## config.mk

```make
export PLATFORM = sky130hd
export DESIGN_NAME = i2c_scl_gen
export DESIGN_NICKNAME = d
export VERILOG_FILES = /design/src/rtl/i2c_pkg.sv /design/src/rtl/sync_2ff.sv /design/src/rtl/i2c_scl_gen.sv
export SDC_FILE = /design/constraint.sdc
export NUM_CORES = 1
export LEC_CHECK = 0
export ABC_AREA = 1
export CELL_PAD_IN_SITES_DETAIL_PLACEMENT = 1
export CELL_PAD_IN_SITES_GLOBAL_PLACEMENT = 1
export CORE_ASPECT_RATIO = 1.25
export CORE_MARGIN = 2
export CORE_UTILIZATION = 38
export CTS_BUF_LIST = sky130_fd_sc_hd__clkbuf_16
export DETAILED_ROUTE_END_ITERATION = 7
export PLACE_DENSITY = 0.8
export RECOVER_POWER = 50
export SKIP_LAST_GASP = 1
export SLEW_MARGIN = 15
export SYNTH_ARGS = -nofsm -noshare
export SYNTH_HDL_FRONTEND = slang
export SYNTH_HIERARCHICAL = 1
export SYNTH_SLANG_ARGS = --single-unit
```

## constraint.sdc

```tcl
create_clock -name clk -period 1.9 [get_ports clk]
set_input_delay 0.38 -clock clk [delete_from_list [all_inputs] [get_ports clk]]
set_output_delay 0.38 -clock clk [all_outputs]
set_load 0.02 [all_outputs]
```

## src/rtl/i2c_pkg.sv

```systemverilog
// Shared types and helpers for the I2C clock generator and master.
package i2c_pkg;

  // SCL phases; IDLE means SCL released and no period in progress
  typedef enum logic [2:0] {
    IDLE,
    LOW_A,
    LOW_B,
    HIGH_A,
    HIGH_B
  } scl_phase_t;

  // Smallest usable quarter-period; shorter values cannot form four phases
  localparam int Q_MIN = 2;

  // Quarter-period in clk cycles for a requested SCL frequency
  function automatic int calc_q(input int clk_hz, input int scl_hz);
    return clk_hz / (4 * scl_hz);
  endfunction

endpackage

```

## src/rtl/sync_2ff.sv

```systemverilog
// Multi-stage flop synchroniser for an asynchronous single-bit input.
module sync_2ff #(
  parameter int   SYNC_STAGES = 2,
  parameter logic RST_VAL     = 1'b1
) (
  input  logic clk,
  input  logic rst_n,
  input  logic i_d,
  output logic o_q
);

  logic [SYNC_STAGES-1:0] r_sync;

  // Shift the raw input through the flop chain; reset to the idle bus level
  always_ff @(posedge clk) begin
    if (!rst_n) begin
      r_sync <= {SYNC_STAGES{RST_VAL}};
    end else begin
      r_sync <= {r_sync[SYNC_STAGES-2:0], i_d};
    end
  end

  assign o_q = r_sync[SYNC_STAGES-1];

endmodule

```

## src/rtl/i2c_scl_gen.sv

```systemverilog
// Four-phase SCL generator with programmable quarter-period, phase ticks
// for the master FSM, slave clock stretching and graceful enable/disable.
module i2c_scl_gen
  import i2c_pkg::*;
#(
  parameter int CLK_HZ      = 100_000_000,
  parameter int SCL_HZ      = 400_000,
  parameter int CNT_W       = 16,
  parameter int SYNC_STAGES = 2
) (
  input  logic             clk,
  input  logic             rst_n,
  input  logic             en,
  input  logic [CNT_W-1:0] q_div,
  input  logic             q_load,
  input  logic             scl_in,
  output logic             scl_low,
  output logic             tick_fall,
  output logic             tick_low_mid,
  output logic             tick_rise,
  output logic             tick_high_mid,
  output logic             busy,
  output logic             stretching
);

  localparam int               DEFAULT_Q   = calc_q(CLK_HZ, SCL_HZ);
  localparam logic [CNT_W-1:0] DEFAULT_Q_W = CNT_W'(DEFAULT_Q);
  localparam logic [CNT_W-1:0] Q_MIN_W     = CNT_W'(Q_MIN);
  localparam logic [CNT_W-1:0] SYNC_W      = CNT_W'(SYNC_STAGES);

  // Quarter-periods below the minimum are raised to it
  function automatic logic [CNT_W-1:0] clamp_q(input logic [CNT_W-1:0] q);
    return (q < Q_MIN_W) ? Q_MIN_W : q;
  endfunction

  scl_phase_t       r_state, w_state_nxt;
  logic [CNT_W-1:0] r_cnt, w_cnt_nxt;
  logic [CNT_W-1:0] r_pending_q, r_active_q;
  logic             r_stretch, w_stretch_nxt;
  logic             w_load_active;
  logic             r_tick_fall, r_tick_low_mid, r_tick_rise, r_tick_high_mid;
  logic             w_tick_fall, w_tick_low_mid, w_tick_rise, w_tick_high_mid;
  logic             w_scl_s;
  logic             w_last;
  logic             w_blind;

  sync_2ff #(
    .SYNC_STAGES(SYNC_STAGES),
    .RST_VAL    (1'b1)
  ) u_scl_sync (
    .clk  (clk),
    .rst_n(rst_n),
    .i_d  (scl_in),
    .o_q  (w_scl_s)
  );

  assign w_last  = (r_cnt == r_active_q - CNT_W'(1));
  // Our own release needs SYNC_STAGES cycles to appear on w_scl_s, so the
  // first cycles of HIGH_A count unconditionally instead of looking like a stretch.
  assign w_blind = (r_state == HIGH_A) && !r_stretch && (r_cnt < SYNC_W);

  // Next-state, counter and tick decode for the four SCL phases
  always_comb begin
    w_state_nxt     = r_state;
    w_cnt_nxt       = r_cnt;
    w_stretch_nxt   = r_stretch;
    w_load_active   = 1'b0;
    w_tick_fall     = 1'b0;
    w_tick_low_mid  = 1'b0;
    w_tick_rise     = 1'b0;
    w_tick_high_mid = 1'b0;
    case (r_state)
      IDLE: begin
        if (en) begin
          w_state_nxt   = LOW_A;
          w_cnt_nxt     = '0;
          w_load_active = 1'b1;
          w_tick_fall   = 1'b1;
        end
      end
      LOW_A: begin
        if (w_last) begin
          w_state_nxt    = LOW_B;
          w_cnt_nxt      = '0;
          w_tick_low_mid = 1'b1;
        end else begin
          w_cnt_nxt = r_cnt + CNT_W'(1);
        end
      end
      LOW_B: begin
        if (w_last) begin
          w_state_nxt   = HIGH_A;
          w_cnt_nxt     = '0;
          w_stretch_nxt = 1'b0;
          w_tick_rise   = 1'b1;
        end else begin
          w_cnt_nxt = r_cnt + CNT_W'(1);
        end
      end
      HIGH_A: begin
        if (w_blind || w_scl_s) begin
          if (w_last) begin
            w_state_nxt     = HIGH_B;
            w_cnt_nxt       = '0;
            w_stretch_nxt   = 1'b0;
            w_tick_high_mid = 1'b1;
          end else begin
            w_cnt_nxt = r_cnt + CNT_W'(1);
          end
        end else begin
          // Slave holds SCL low: restart the high time from the observed rise
          w_cnt_nxt     = '0;
          w_stretch_nxt = 1'b1;
        end
      end
      HIGH_B: begin
        if (w_last) begin
          w_cnt_nxt = '0;
          if (en) begin
            w_state_nxt   = LOW_A;
            w_load_active = 1'b1;
            w_tick_fall   = 1'b1;
          end else begin
            w_state_nxt = IDLE;
          end
        end else begin
          w_cnt_nxt = r_cnt + CNT_W'(1);
        end
      end
      default: begin
        w_state_nxt = IDLE;
        w_cnt_nxt   = '0;
      end
    endcase
  end

  // State, counter, divider registers and registered tick pulses
  always_ff @(posedge clk) begin
    if (!rst_n) begin
      r_state         <= IDLE;
      r_cnt           <= '0;
      r_pending_q     <= DEFAULT_Q_W;
      r_active_q      <= DEFAULT_Q_W;
      r_stretch       <= 1'b0;
      r_tick_fall     <= 1'b0;
      r_tick_low_mid  <= 1'b0;
      r_tick_rise     <= 1'b0;
      r_tick_high_mid <= 1'b0;
    end else begin
      r_state         <= w_state_nxt;
      r_cnt           <= w_cnt_nxt;
      r_stretch       <= w_stretch_nxt;
      r_tick_fall     <= w_tick_fall;
      r_tick_low_mid  <= w_tick_low_mid;
      r_tick_rise     <= w_tick_rise;
      r_tick_high_mid <= w_tick_high_mid;
      if (q_load) begin
        r_pending_q <= q_div;
      end
      // Period start copies the value pending before any same-edge load
      if (w_load_active) begin
        r_active_q <= clamp_q(r_pending_q);
      end
    end
  end

  assign scl_low       = (r_state == LOW_A) || (r_state == LOW_B);
  assign busy          = (r_state != IDLE);
  assign stretching    = (r_state == HIGH_A) && !w_blind && !w_scl_s;
  assign tick_fall     = r_tick_fall;
  assign tick_low_mid  = r_tick_low_mid;
  assign tick_rise     = r_tick_rise;
  assign tick_high_mid = r_tick_high_mid;

endmodule

```

# Word level (Yosys, flattened, before mapping)
# Cells that the tools add are included.
dict set report word_totals {
  romBits 0
  reg_bits 58
  latchBits 0
  wordCells 62
  memories 0
  ram_bits 0
}
dict set report classes {
  multipliers 0
  n_eq_ne 11
  n_addsub 2
  bitwise 0
  muxes 20
  order_cmp 2
  n_shift 0
  div_mod_pow 0
  n_reduce_logical 17
}
# operator n
set op_table {}
lappend op_table {{$mux 16} 4}
lappend op_table {{$pmux 16 s3} 1}
lappend op_table {{$lt 16x2->1 const B} 2}
lappend op_table {{$mux 3} 6}
lappend op_table {{$add 16x1->16 const B} 1}
lappend op_table {{$eq 16x16->1} 1}
lappend op_table {{$sub 16x1->16 const B} 1}
lappend op_table {{$pmux 3 s5} 1}
lappend op_table {{$ne 2x2->1 const B} 5}
lappend op_table {{$eq 3x2->1 const B} 2}
lappend op_table {{$mux 1} 6}
lappend op_table {{$reduce_and 6->1} 1}
lappend op_table {{$logic_and 1x1->1} 4}
lappend op_table {{$pmux 1 s2} 2}
lappend op_table {{$reduce_and 2->1} 2}
lappend op_table {{$eq 3x1->1 const B} 1}
lappend op_table {{$eq 3x3->1 const B} 1}
lappend op_table {{$logic_not 1->1} 3}
lappend op_table {{$logic_not 3->1} 1}
lappend op_table {{$reduce_and 3->1} 1}
lappend op_table {{$reduce_bool 3->1} 1}
lappend op_table {{$reduce_or 3->1} 1}
lappend op_table {{$logic_or 1x1->1} 2}
lappend op_table {{$ne 2x1->1 const B} 1}
lappend op_table {{$reduce_bool 2->1} 1}

# Depth between registers and ports, before layout
dict set report logic_depth {
  ltp_word 6
  mapped_depth 16
  ltp_nobuf 16
}

# Modules after synthesis
# Netlist, hierarchy kept.
# module area_each_um2 instances seq_area_each_um2 cells_each
set modules_own_cells {}
lappend modules_own_cells {i2c_scl_gen 3236.9 1 1121.1 467}
lappend modules_own_cells {sync_2ff 55.1 1 40.0 6}

# Least setup slack after synthesis
# No wires, ideal clock.
dict set report synth_timing {
  kind {register -> register}
  start {register r_active_q[0]}
  end {register r_active_q[2]}
  stages_incl_launch_ff 17
  arrival_ns 1.874
  path_slack_ns -0.109
  cell_sequence {dfxtp_1 -> inv_1 -> ha_1 -> nand2_2 -> nor2_4 -> nand2_1 -> nand2_1 -> nand2_1 -> inv_1 -> nand3_2 -> nor2_4 -> nand3_4 -> nand2_8 -> nand2_8 -> buf_6 -> nand2_1 -> nand3_1}
}
dict set report synth_via {
  elab_chain_cells 4
}
# item line_no
set synth_lines {}
lappend synth_lines {{from (decl)} i2c_scl_gen.sv:38} ;# logic [CNT_W-1:0] r_pending_q, r_active_q;
lappend synth_lines {{from (signal assigned)} i2c_scl_gen.sv:162} ;# r_active_q <= clamp_q(r_pending_q);
lappend synth_lines {{$sub 16x1->16} i2c_scl_gen.sv:57} ;# assign w_last = (r_cnt == r_active_q - CNT_W'(1));
lappend synth_lines {{$eq 16x16->1} i2c_scl_gen.sv:57}
lappend synth_lines {{$mux 1} i2c_scl_gen.sv:117} ;# if (w_last) begin
lappend synth_lines {{$pmux 1 s2} i2c_scl_gen.sv:72} ;# case (r_state)
# Every way passes these cells.
# A chain may end at the register's enable or synchronous reset.

# Final worst setup path
dict set report layout_timing {
  start {register r_active_q[2]}
  end {register r_active_q[6]}
}
# Same word-level chain as after synthesis.

==> run summary <==
Status: finished, violations left
Failing checks: setup timing
Finished Layout Cells: 689
DR iter-0 viols: 448
Design area: 5080 um^2
Die W: 87.3 um
Critical Path Most Common Cell: nand2_1
Syn Nets: 496
R2r endpoint: r_active_q[6]
# fillers: 1002
Worst Setup Start Kind: flip-flop
Reg-to-Reg Start: r_active_q[2]
Core Footprint: 8330 um^2
Port bufs: 27
Initial antenna violation count: 0
CP max FO: 5
Post-DP HPWL: 8110 um
Die ar.: 9430 um^2
Part of the cycle the worst path needs: 132%
Total leakage power: 2.27 nW
Worst-margin pin slew: 0.737 ns
Pin count of the biggest net entering global routing: 35
Drc violations: 0
Cell count along the critical path: 13
Biggest area consumer among synthesized cells: dfxtp_1
Delay-heaviest family, CP: simple AND/OR/NAND/NOR gates
Final Hold Vio Count: 0
Worst Setup EP: r_active_q[6]
Max Clock Freq: 399 MHz
Synth top area cells: dfxtp_1 35%, nand2_1 13%, nor2_1 6.8%
Top cell type's share of synthesized area: 35.3%
Buf+Inv Stages, Crit Path: 0
Pins over their slew limit: 0
CTS tree: done
Fraction of registers with async set/reset: 0%
Clock sinks: 58
Post-synth top flop: dfxtp_1
GRT Residual Overflow: 0
Number of diodes: 0
Seq cells post-synth: 58
CP Data Arrival Time: 2.79 ns
Peak supply drop: 0.829 mV
PwrDens: 809 nW/um^2
WP data required: 2.18 ns
Drt first pass iters: 5
Min Tclk post-route: 2.51 ns
Critical path, cell by cell: nor2_4 > nand2_4 > o21ai_2 > nand3_1 > nand2_1 > nand2_1 > nor2_4 > nand3_4 > nand2_8 > nand2_8 > nor2_4 > nand2_1 > nand2_1
Layout cells sized above 1: 38.5%
First-pass GRT wire length: 24400 um
Hold Crit Class: reg2reg
Slew HR: 50.8%
Routed wire length: 18900 um
Vias in the first global route: 4523
Worst-path clk slew: 0.06 ns
Crit-path max cell delay: 0.38 ns
Distinct cells, synth: 36
RSZ-0062 raised after global routing: true
Via/cell ratio: 6.30
Dpl cells: 655
Syn Inst Count: 473
Clk_lat worst skew: 0.35 ns
Global placer's final weighted congestion: 0.841
Clock Skew: 0.00735 ns
Worst R2R Setup Slack: -0.61 ns
Final setup fails: 41
Seq/Total Area, Yosys: 35.3%
Post-synth top cells: 114 x nand2_1, 60 x nor2_1, 58 x dfxtp_1
Post-DP Area: 4200 um^2
Count leader, synth: nand2_1
Max Root-Sink Buffers: 2
Slowest-stage cell, CP: dfxtp_2
Crit. End Element: flip-flop
IO Count: 28
Post-synth EDFFs: 0
Setup Crit Path Kind: reg2reg
Max cap viols: 0
Avg Inst Size Synth: 6.96 um^2
Nets: 610
Total CTS buffers: 9
Row count: 37
Die Y: 108 um
Htree depth: 3
Initial core utilization: 39.5%
Worst setup margin: -0.609 ns
Reg2Reg Depth: 13
Routed Antenna Nets: 0
P&R area growth vs syn: 54.2%
Synth Warn #: 6
Vias: 4339
WL per Instance: 27.4 um
Post-Syn Area: 3290 um^2
Clk root buf: clkbuf_16
Setup crit start: r_active_q[2]
GRT Util Overall: 34.6%
registers in the layout, indices dropped and copies added, names as in the netlist:
name / flops
tick_rise: 1
r_active_q: 16
tick_low_mid: 1
u_scl_sync/r_sync: 2
r_state: 3
tick_high_mid: 1
tick_fall: 1
r_cnt: 16
r_pending_q: 16
r_stretch: 1
layout make-up:
type | count | area (um^2) | area share, %
timing repair buffer | 116 | 998 | 19.7
inverter | 48 | 188 | 3.70
clock inverter | 7 | 108 | 2.12
tap | 97 | 121 | 2.39
clock buffer | 9 | 225 | 4.44
multi-input combinational | 354 | 2260 | 44.5
sequential | 58 | 1180 | 23.2
power breakdown:
| group | leakage (nW) | switching (W) | internal, W |
|---|---|---|---|
| logic | 1.63 | 0.000510 | 0.000313 |
| registers | 0.477 | 0.0000904 | 0.00128 |
| clock network | 0.164 | 0.000647 | 0.00127 |
tightest hold or removal path: stages (launching register included):
cell and delay [ns]:
dfxtp_1 0.31, inv_1 0.06, nand2_1 0.08
cell usage in the layout (no fill, tap or decap), drive strengths merged, types with 5 or more instances in the layout:
cell type	n
inv	48
clkdlybuf4s50	24
nand2	125
o21ai	19
a21oi	22
buf	90
xor2	12
dfxtp	58
nand4	11
nor4	7
nor2	73
a211oi	5
xnor2	13
clkbuf	11
nand3	51
metal layers:
layer  global-route usage (%)  vias to the layer above  part of all wire, %
met5                        0                        -                    0
met3                     8.24                      147                  8.0
met1                     35.4                     2085                   34
met4                     25.5                        0                  9.7
li1                         -                     1763                    -
met2                     60.2                      344                   48
per-stage QoR:
stage | TNS (ns) | power (W) | setup slack, ns | util [%] | hold slack, ns
2_1_floorplan | -0.0599 | 0.00168 | -0.0156 | - | 0.380
3_3_place_gp | -5.15 | 0.00192 | -0.230 | 50.4 | 0.387
3_5_place_dp | -7.95 | 0.00195 | -0.335 | 50.4 | 0.406
4_1_cts | -8.27 | 0.00389 | -0.291 | 57.7 | 0.418
5_1_grt | -20.64 | 0.00418 | -0.664 | 60.9 | 0.515
6_report | -18.50 | 0.00411 | -0.609 | 60.9 | 0.486
how the worst min path moves through the flow:
stage	end	from	cells after the start
2_1_floorplan	u_scl_sync/r_sync[1]	u_scl_sync/r_sync[0]	2
3_3_place_gp	u_scl_sync/r_sync[1]	u_scl_sync/r_sync[0]	2
3_5_place_dp	u_scl_sync/r_sync[1]	u_scl_sync/r_sync[0]	2
4_1_cts	u_scl_sync/r_sync[1]	u_scl_sync/r_sync[0]	2
5_1_grt	r_pending_q[0]	r_pending_q[0]	2
6_report	u_scl_sync/r_sync[1]	u_scl_sync/r_sync[0]	2
kinds of logic after synthesis:
kind of cell    count (synthesis)  synth area share, %
simple gates                  274                 40.7
buf+inv                        64                 7.87
compound gates                 49                 8.10
flops                          58                 35.3
xor+xnor                       26                 7.34
fa+ha+maj                       2                0.760
repair_timing:
item,in CTS,in global routing
setup buffers,7,8
pin swaps,24,25
setup endpoints to repair,43,43
cloned,3,0
resized for setup,58,70
hold buffers,0,0
Note: power is estimated with default switching activity, not from simulation.
==> RTL change, RTL diff (same settings) <==
Re-encode `scl_phase_t` (5 values) as one-hot, 5 bits wide.
--- a/src/rtl/i2c_pkg.sv
+++ b/src/rtl/i2c_pkg.sv
@@ -3,10 +3,10 @@
 
   // SCL phases; IDLE means SCL released and no period in progress
-  typedef enum logic [2:0] {
-    IDLE,
-    LOW_A,
-    LOW_B,
-    HIGH_A,
-    HIGH_B
+  typedef enum logic [4:0] {
+    IDLE   = 5'b00001,
+    LOW_A  = 5'b00010,
+    LOW_B  = 5'b00100,
+    HIGH_A = 5'b01000,
+    HIGH_B = 5'b10000
   } scl_phase_t;
 
Check against the original RTL: no difference found for any inputs over 10 cycles, from zero or initial values and one cycle with rst_n low; not proved beyond that.
==> RTL change against the unedited design <==
- worst setup slack better by 0.092 ns
- wire length down 0.53%
- sequential cell count rose by 2
- area after synthesis is 0.87% higher
- the flow still finishes with violations (setup timing)
- global-route usage down 1.4 points
- design area up 4.0%
Power is not compared: it rests on default switching activity, and its combinational part moved more than twofold at a synthesized area within 25%.
==> RTL change: results (changes against the unedited design) <==
set qor(violations) {setup timing} ;# unchanged
set qor(timing.critical_path.slowest_cell_delay_ns) 0.34 ;# was 0.38 ns
set qor(first_global_vias) 4499 ;# was 4523
set qor(clock_latency_ns) 0.34
set qor(pin_count_of_the_biggest_net_entering_global_routing) 38 ;# was 35
set qor(largest_fanout_on_the_critical_path) 19 ;# was 5
set qor(leading_post_synthesis_cells_by_instance_count) {sky130_fd_sc_hd__nand2_1 (125), sky130_fd_sc_hd__nor2_1 (97), sky130_fd_sc_hd__dfxtp_1 (60), sky130_fd_sc_hd__inv_1 (48), sky130_fd_sc_hd__nand3_1 (41)} ;# was sky130_fd_sc_hd__nand2_1 (114), sky130_fd_sc_hd__nor2_1 (60), sky130_fd_sc_hd__dfxtp_1 (58), sky130_fd_sc_hd__inv_1 (47), sky130_fd_sc_hd__nand3_1 (42)
set qor(place_area_um2) 4404 ;# was 4200 µm²
set qor(ys_types) 36 ;# unchanged
set qor(yosysSeqAreaShare) 0.3617 ;# was 0.3527
set qor(finalNetCount) 660 ;# was 610
set qor(worstReg2RegEnd) {r_active_q[12]$_SDFFE_PN0P_} ;# was r_active_q[6]$_SDFFE_PN0P_
set qor(met3_wirelength_um) 1097 ;# was 1503 µm
set qor(globalplace.congestion) 0.9174 ;# was 0.8407
set qor(hold_ws_ns) 0.4380 ;# was 0.4865 ns
set qor(worst_path_arrival_time_ns) 2.63 ;# was 2.79 ns
set qor(reg2regPathDepth) 15 ;# was 13
set qor(detailed_routing_wirelength_on_met1_um) 6737 ;# was 6410 µm
set qor(final-setup-viol-count) 44 ;# was 41
set qor(route.met2.wl_um) 9387 ;# was 9139 µm
set qor(run_status) {complete, but fails checks} ;# unchanged
set qor(finClkSkew_ns) 0.007274 ;# was 0.007352 ns
set qor(netlist_top_cells_area) {sky130_fd_sc_hd__dfxtp_1 (36%), sky130_fd_sc_hd__nand2_1 (14%), sky130_fd_sc_hd__nor2_1 (11%)} ;# was sky130_fd_sc_hd__dfxtp_1 (35%), sky130_fd_sc_hd__nand2_1 (13%), sky130_fd_sc_hd__nor2_1 (6.8%)
set qor(rr_startpoint) {r_active_q[1]$_SDFFE_PN1P_} ;# was r_active_q[2]$_SDFFE_PN1P_
set qor(first_iter_violations) 327 ;# was 448
set qor(worst_pin_slew_ns) 0.5494 ;# was 0.7366 ns
set qor(final_critical_path_setup_slack_ns) -0.5166 ;# was -0.6088 ns
set qor(timing.setup.tns_ns) -16.54 ;# was -18.50 ns
set qor(synth_fp_nets) 529 ;# was 496
set qor(routedWlPerCell_um) 24.67 ;# was 27.39 µm
set qor(detailedPlacementHpwl_um) 8974 ;# was 8109 µm
set qor(crit_path_top_delay_cell) {sky130_fd_sc_hd__dfxtp_2} ;# unchanged
set qor(dr_total_vias) 4364 ;# was 4339
set qor(cpLargestDelayFamily) {simple AND/OR/NAND/NOR gates} ;# unchanged
-- RTL change: per-stage QoR --
stage / instances / setup WS (ns) / util
6_report: 761 / -0.5166 / 0.6136
5_1_grt: 761 / -0.6084 / 0.6136
3_3_place_gp: 733 / -0.1796 / 0.5118
3_5_place_dp: 733 / -0.3000 / 0.5118
4_1_cts: 752 / -0.2823 / 0.5650
2_1_floorplan: 506 / -0.006780 / -
-- RTL change: metal layers --
layer / GRT usage / vias to the layer above
li1: - / 1869
met1: 0.3488 / 2099
met2: 0.5666 / 276
met3: 0.08092 / 120
met4: 0.2385 / 0
met5: 0 / -
-- RTL change: where the power goes --
group | internal [µW] | total (µW) | switching, µW
sequential | 1520 | 1960 | 434
clock | 985 | 1600 | 616
combinational | 1730 | 4430 | 2700
-- RTL change: final cells by class --
class | instances | area (µm²)
timing repair buffer | 131 | 1071
clock buffer | 9 | 225.2
sequential | 60 | 1227
tap | 120 | 150.1
fill | 1040 | 3326
multi-input combinational | 382 | 2356
inverter | 53 | 201.4
clock inverter | 6 | 48.80
-- RTL change: cells by family (layout without fill, tap and decap cells) --
group / after synthesis / after routing / share of synthesized area
simple gates: 300 / 300 / 0.3896
fa+ha+maj: 2 / 2 / 0.007535
flops: 60 / 60 / 0.3617
xor+xnor: 28 / 28 / 0.07611
compound gates: 52 / 52 / 0.08667
buf+inv: 64 / 199 / 0.07837
-- RTL change: repair_timing --
item,CTS,global route
hold buffers,0,0
setup buffers,4,10
pin swaps,23,40
setup endpoints to repair,45,45
resized for setup,50,120
